## src/rtl/apb_master_ctrl.sv

```systemverilog
// APB requester: turns one valid/ready command into a single SETUP+ACCESS transfer and
// returns read data / error status on a valid/ready response channel, with optional timeout.
module apb_master_ctrl #(
  parameter int unsigned ADDR_W  = 8,
  parameter int unsigned DATA_W  = 32,
  parameter int unsigned TIMEOUT = 16
) (
  input  logic              PCLK,
  input  logic              PRESET,
  // command channel
  input  logic              cmd_valid,
  output logic              cmd_ready,
  input  logic              cmd_write,
  input  logic [ADDR_W-1:0] cmd_addr,
  input  logic [DATA_W-1:0] cmd_wdata,
  // response channel
  output logic              rsp_valid,
  input  logic              rsp_ready,
  output logic [DATA_W-1:0] rsp_rdata,
  output logic              rsp_err,
  output logic              rsp_timeout,
  // APB requester side
  output logic              PSEL,
  output logic              PENABLE,
  output logic              PWRITE,
  output logic [ADDR_W-1:0] PADDR,
  output logic [DATA_W-1:0] PWDATA,
  input  logic [DATA_W-1:0] PRDATA,
  input  logic              PREADY,
  input  logic              PSLVERR
);

  localparam int unsigned CntW = (TIMEOUT == 0) ? 1 : $clog2(TIMEOUT + 1);
  localparam logic [CntW-1:0] CntLast = CntW'((TIMEOUT == 0) ? 0 : TIMEOUT - 1);
  localparam logic [CntW-1:0] CntMax  = {CntW{1'b1}};

  localparam logic [1:0] StIdle   = 2'd0;
  localparam logic [1:0] StSetup  = 2'd1;
  localparam logic [1:0] StAccess = 2'd2;
  localparam logic [1:0] StResp   = 2'd3;

  logic [1:0]        state_q, state_d;
  logic              psel_q, psel_d;
  logic              penable_q, penable_d;
  logic              pwrite_q, pwrite_d;
  logic [ADDR_W-1:0] paddr_q, paddr_d;
  logic [DATA_W-1:0] pwdata_q, pwdata_d;
  logic              rsp_valid_q, rsp_valid_d;
  logic [DATA_W-1:0] rsp_rdata_q, rsp_rdata_d;
  logic              rsp_err_q, rsp_err_d;
  logic              rsp_timeout_q, rsp_timeout_d;
  logic [CntW-1:0]   cnt_q, cnt_d;
  logic              timeout_hit;

  assign timeout_hit = (TIMEOUT != 0) && (cnt_q == CntLast);

  always_comb begin
    state_d       = state_q;
    psel_d        = psel_q;
    penable_d     = penable_q;
    pwrite_d      = pwrite_q;
    paddr_d       = paddr_q;
    pwdata_d      = pwdata_q;
    rsp_valid_d   = rsp_valid_q;
    rsp_rdata_d   = rsp_rdata_q;
    rsp_err_d     = rsp_err_q;
    rsp_timeout_d = rsp_timeout_q;
    cnt_d         = cnt_q;

    case (state_q)
      StIdle: begin
        if (cmd_valid) begin
          state_d  = StSetup;
          psel_d   = 1'b1;
          penable_d = 1'b0;
          pwrite_d = cmd_write;
          paddr_d  = cmd_addr;
          pwdata_d = cmd_write ? cmd_wdata : '0;
          cnt_d    = '0;
        end
      end
      StSetup: begin
        state_d   = StAccess;
        penable_d = 1'b1;
      end
      StAccess: begin
        // PREADY wins over a timeout landing in the same cycle
        if (PREADY) begin
          state_d       = StResp;
          psel_d        = 1'b0;
          penable_d     = 1'b0;
          rsp_valid_d   = 1'b1;
          rsp_rdata_d   = pwrite_q ? '0 : PRDATA;
          rsp_err_d     = PSLVERR;
          rsp_timeout_d = 1'b0;
        end else if (timeout_hit) begin
          state_d       = StResp;
          psel_d        = 1'b0;
          penable_d     = 1'b0;
          rsp_valid_d   = 1'b1;
          rsp_rdata_d   = '0;
          rsp_err_d     = 1'b1;
          rsp_timeout_d = 1'b1;
        end else if (cnt_q != CntMax) begin
          cnt_d = cnt_q + 1'b1;
        end
      end
      StResp: begin
        if (rsp_ready) begin
          state_d     = StIdle;
          rsp_valid_d = 1'b0;
        end
      end
      default: state_d = StIdle;
    endcase
  end

  always_ff @(posedge PCLK) begin
    if (PRESET) begin
      state_q       <= StIdle;
      psel_q        <= 1'b0;
      penable_q     <= 1'b0;
      pwrite_q      <= 1'b0;
      paddr_q       <= '0;
      pwdata_q      <= '0;
      rsp_valid_q   <= 1'b0;
      rsp_rdata_q   <= '0;
      rsp_err_q     <= 1'b0;
      rsp_timeout_q <= 1'b0;
      cnt_q         <= '0;
    end else begin
      state_q       <= state_d;
      psel_q        <= psel_d;
      penable_q     <= penable_d;
      pwrite_q      <= pwrite_d;
      paddr_q       <= paddr_d;
      pwdata_q      <= pwdata_d;
      rsp_valid_q   <= rsp_valid_d;
      rsp_rdata_q   <= rsp_rdata_d;
      rsp_err_q     <= rsp_err_d;
      rsp_timeout_q <= rsp_timeout_d;
      cnt_q         <= cnt_d;
    end
  end

  assign cmd_ready   = (state_q == StIdle);
  assign rsp_valid   = rsp_valid_q;
  assign rsp_rdata   = rsp_rdata_q;
  assign rsp_err     = rsp_err_q;
  assign rsp_timeout = rsp_timeout_q;
  assign PSEL        = psel_q;
  assign PENABLE     = penable_q;
  assign PWRITE      = pwrite_q;
  assign PADDR       = paddr_q;
  assign PWDATA      = pwdata_q;

endmodule

```

## config.mk

```make
export PLATFORM = sky130hd
export DESIGN_NAME = apb_master_ctrl
export DESIGN_NICKNAME = d
export VERILOG_FILES = /design/src/rtl/apb_master_ctrl.sv
export SDC_FILE = /design/constraint.sdc
export NUM_CORES = 1
export LEC_CHECK = 0
export CAP_MARGIN = 10
export CELL_PAD_IN_SITES_DETAIL_PLACEMENT = 0
export CELL_PAD_IN_SITES_GLOBAL_PLACEMENT = 2
export CORE_MARGIN = 3
export CORE_UTILIZATION = 30
export DETAILED_ROUTE_END_ITERATION = 16
export DONT_BUFFER_PORTS = 1
export PLACE_DENSITY_LB_ADDON = 0.1
export SLEW_MARGIN = 5
export SYNTH_ARGS = -nofsm -noshare
export SYNTH_HDL_FRONTEND = slang
export SYNTH_SLANG_ARGS = --single-unit
```

## constraint.sdc

```tcl
create_clock -name PCLK -period 1.8 [get_ports PCLK]
set_input_delay 0.36 -clock PCLK [delete_from_list [all_inputs] [get_ports PCLK]]
set_output_delay 0.36 -clock PCLK [all_outputs]
set_load 0.01 [all_outputs]
```

Word level (Yosys, flattened, before mapping)
Cells that the tools add are included.
- register bits: 85
- input port bits: 79
- word-level logic and storage cells: 61
- add/sub/neg operators: 1
- equality and inequality tests: 11
- muxes and demuxes: 26
- reductions and logical operators: 12
- operators by type and width (kind ; number):
    $mux W32 ; 4
    $mux W5 ; 4
    $reduce_and A3 Y1 ; 4
    $ne A2 B2 Y1 const B ; 5
    $pmux W5 S2 ; 1
    $mux W1 ; 9
    $mux W2 ; 4
    $pmux W2 S4 ; 1
    $reduce_bool A2 Y1 ; 3
    $add A5 B1 Y5 const B ; 1
    $eq A5 B4 Y1 const B ; 1
    $ne A5 B5 Y1 const B ; 1
    $reduce_and A5 Y1 ; 1
    $eq A2 B2 Y1 const B ; 2
    $pmux W1 S2 ; 2
    $reduce_and A2 Y1 ; 2
    $ne A3 B3 Y1 const B ; 1
    $pmux W1 S3 ; 1
    $reduce_bool A3 Y1 ; 1
    $eq A2 B1 Y1 const B ; 1
    $logic_not A2 Y1 ; 1

Longest topological paths before layout
- depth after elaboration: 5
- depth in mapped cells: 7
- depth with buffers taken out: 6

Worst setup path before layout
OpenSTA, ideal clock, no wires.
- kind: register to register
- start point: reg cnt_q[0]
- end point: reg cnt_q[4]
- library setup time: 0.071 ns
- arrival: 1.863 ns
- required time: 1.729 ns
- slack: -0.133 ns
- cell stages (with the launch flop): 7
- period minus slack after synthesis: 1.933 ns
- path through: dfxtp_1 > ha_1 > and3_1 > ha_1 > o31a_1 > or4b_1 > a21oi_1
- cells in the longest elaborated chain, start to end: 5
- RTL lines (element ; RTL line ; source):
    from (decl) ; 52 ; logic [CntW-1:0] cnt_q, cnt_d;
    from (signal assigned) ; 142 ; cnt_q <= cnt_d;
    $add A5 B1 Y5 ; 105 ; cnt_d = cnt_q + 1'b1;
    $mux W5 ; 104 ; end else if (cnt_q != CntMax) begin
    $mux W5 ; 96 ; end else if (timeout_hit) begin
    $mux W5 ; 88 ; if (PREADY) begin
    $pmux W5 S2 ; 70 ; case (state_q)
Parallel ways exist; a longest one is shown, timed or not. The select of a mux whose other input is x is not followed.
A chain may end at the register's enable or synchronous reset.

Worst setup path in the final report
- start point: reg cnt_q[0]
- end point: reg cnt_q[0]
The elaborated chain is that of the path after synthesis.

==> results.py <==
metrics = {
    "finish": {
        "n_antenna_cell": 0,
        "fin_util_pct": 35.3,
        "area_growth_pct": 13.7,
        "drive_gt1_share_pct": 11.4,
        "fin_area_mm2": 0.00366,
        "n_fill_cell": 1104,
        "fin_nets": 449,
    },
    "timing": {
        "hold_slack_ns": 0.0683,
        "min_period_over_period_pct": 99.9,
        "fin_skew_ns": 0.00969,
        "fmax_mhz": 556,
        "hold_viol_final": 0,
        "grt_setup_unrepaired": "true",
        "worst_slew_pin_slew_ns": 0.405,
        "setup-violations-final": 0,
        "setup_slack_ns": 0.00156,
        "maxSlewHeadroom_pct": 72.2,
        "slew_viol_final": 0,
        "final.setup.tns_ns": 0,
        "period_needed_ns": 1.80,
    },
    "drt": {
        "final_antenna_net_count": 0,
        "first_pass_iters": 4,
        "vias": 2599,
        "drt-total-wl_mm": 8.80,
        "routedWlPerCell_um": 17.5,
        "drc": 0,
        "vias_per_cell": 5.17,
        "drt_iter0_drc": 133,
    },
    "synthesis": {
        "dominantRegCellSynth": "dfxtp_1",
        "synthDistinctLibCells": 38,
        "ys_warn_count": 0,
        "synth-edff-count": 0,
        "synth_async_sr_flop_share_pct": 0,
        "synth_area_per_cell_um2": 8.72,
        "syn_nets": 456,
        "synthCells": 369,
        "yosysSeqAreaShare_pct": 52.9,
        "synth_area_mm2": 0.00322,
        "ys_seq_elements": 85,
    },
    "setup_path": {
        "cp_max_fo": 4,
        "cp_data_arrival_time_ns": 2.09,
        "max_stage_delay_ns": 0.50,
        "required_ns": 2.09,
        "worstPathCellList": "ha_4, and3_4, ha_4, nor3b_4, or4b_4, a21oi_2",
        "crit_type": "flop to flop",
        "cpMaxStageDelayCell": "or4b_4",
        "cp_common_cell": "ha_4",
        "cp-end-kind": "flop",
        "cp-start-kind": "flop",
    },
    "power": {
        "peakVddDrop_v": 0.000443,
        "powerDensity_mw_per_mm2": 1240,
        "p_leak_nw": 1.26,
    },
    "floorplan": {
        "fp.dieH_um": 110,
        "start_util_pct": 31.0,
        "core-area_mm2": 0.0104,
        "rows": 37,
        "die_area_mm2": 0.0120,
        "io_pins": 158,
        "die_w_um": 110,
    },
    "place": {
        "numPortBuffers": 0,
        "dpl.hpwl_mm": 5.70,
        "gp_congestion": 0.687,
        "placed_cell_area_mm2": 0.00344,
        "dp_slack_ns": 0.000692,
    },
    "clock_network": {
        "cts.sinks": 85,
        "clock_latency_ns": 0.35,
        "hold_buffers": 0,
        "clockRootBuffer": "clkbuf_8",
        "cts-buffers-inserted": 9,
        "htree_num_levels": 3,
        "path_clk_slew_ns": 0.09,
        "cts_buffer_depth": 2,
        "cts_tree": "yes",
        "cts_setup_buffers": 0,
    },
    "global_routing": {
        "grt_pass1_wl_mm": 13.1,
        "grt_max_degree": 87,
        "grt_pass1_vias": 2429,
        "grt_usage_pct": 14.2,
        "antenna_found_initial": 0,
        "grt_remaining_overflow": 0,
    },
    "min_path": {
        "hp-class": "primary input to flop",
    },
    "job": {
        "maxCapViolCount": 0,
    },
    "run_status": {
        "outcome": "finished, final reports clean",
    },
}
worst paths after layout:
check / end / slack (ns) / start / cells after the start
max: cnt_q[0] / 0.002 / cnt_q[0] / 6
min: rsp_valid / 0.07 / PRESET / 1
max reg2reg: cnt_q[0] / 0.002 / cnt_q[0] / 6
min reg2reg: PWDATA[26] / 0.50 / PWDATA[26] / 2
flip-flops by register name, indices dropped and copies added, names as in the netlist:
register / cells
rsp_timeout: 1
state_q: 2
rsp_err: 1
PWDATA: 32
PENABLE: 1
rsp_valid: 1
cnt_q: 5
PSEL: 1
PADDR: 8
rsp_rdata: 32
PWRITE: 1
report_power, final:
group	switching, mW	total, mW	internal, mW
Combinational	0.517	0.894	0.377
Clock	0.688	1.22	0.537
Sequential	0.278	2.40	2.12
logic make-up (layout without fill, tap and decap cells):
group,Yosys count,count (layout),share of synthesized area [%]
and+or+nand+nor,144,144,20.7
AOI/OAI and AO/OA,93,93,18.0
DFF,85,85,52.9
buffers and inverters,37,35,4.75
adders and majority gates,8,8,3.11
muxes,2,2,0.622
synth_stat cells, types with 2 or more instances:
| cell type | instances | area, um^2 |
|---|---|---|
| or4b_1 | 3 | 30.0 |
| nor2b_1 | 3 | 18.8 |
| nor3_1 | 2 | 10.0 |
| a21oi_1 | 45 | 225 |
| inv_1 | 5 | 18.8 |
| ha_1 | 8 | 100 |
| nand2_1 | 54 | 203 |
| nor2_1 | 35 | 131 |
| buf_2 | 5 | 25.0 |
| mux2i_1 | 2 | 20.0 |
| clkbuf_1 | 23 | 86.3 |
| buf_1 | 3 | 11.3 |
| o41ai_1 | 2 | 17.5 |
| or4_1 | 2 | 15.0 |
| o21ai_0 | 5 | 25.0 |
| nand3_1 | 35 | 175 |
| a22oi_1 | 32 | 240 |
| dfxtp_1 | 85 | 1700 |
metrics by stage:
stage / std cells / total power, mW
2_1_floorplan: 369 / 3.04
3_3_place_gp: 487 / 3.34
3_5_place_dp: 487 / 3.34
4_1_cts: 503 / 4.60
5_1_grt: 503 / 4.81
6_report: 503 / 4.52
critical path: cells and delay by family (launching register included):
| kind | cells | cell delay, ns |
|---|---|---|
| flops | 1 | 0.34 |
| fa+ha+maj | 2 | 0.33 |
| compound gates | 1 | 0.13 |
| simple gates | 3 | 0.93 |
what timing repair did:
| item | 4_1_cts | 5_1_grt |
|---|---|---|
| endpoints found under the hold margin | 0 | 0 |
| endpoints found under the setup margin | 3 | 17 |
| pin swaps | 2 | 4 |
| gates resized for setup | 6 | 4 |
layout make-up:
type | instances | area, um^2 | area share [%]
Multi-Input combinational cell | 247 | 1430 | 39.0
Tap cell | 136 | 170 | 4.65
Clock inverter | 4 | 23.8 | 0.650
Inverter | 5 | 18.8 | 0.513
Timing Repair Buffer | 14 | 168 | 4.59
Sequential cell | 85 | 1710 | 46.6
Clock buffer | 12 | 145 | 3.97
placed cells by master, fill, tap and decap left out, types with 2 or more instances in the layout:
cell,count
or4b_1,2
nand2_1,54
o41ai_1,2
a21oi_1,44
dfxtp_1,82
nor2b_1,2
clkinv_2,3
dfxtp_2,3
a22oi_1,32
buf_12,5
o21ai_0,5
nor3_1,2
mux2i_1,2
ha_4,3
or4_1,2
ha_1,5
inv_1,5
nand3_1,35
clkbuf_1,2
nor2_1,35
buf_4,9
clkbuf_8,10
layer usage:
layer	up-vias	global-route usage [%]	wire, um
li1	1271	-	-
met1	1204	17.2	3670
met2	114	21.8	4040
met3	10	6.99	956
met4	0	5.08	129
met5	-	0	0
(Power assumes the default switching activity.)
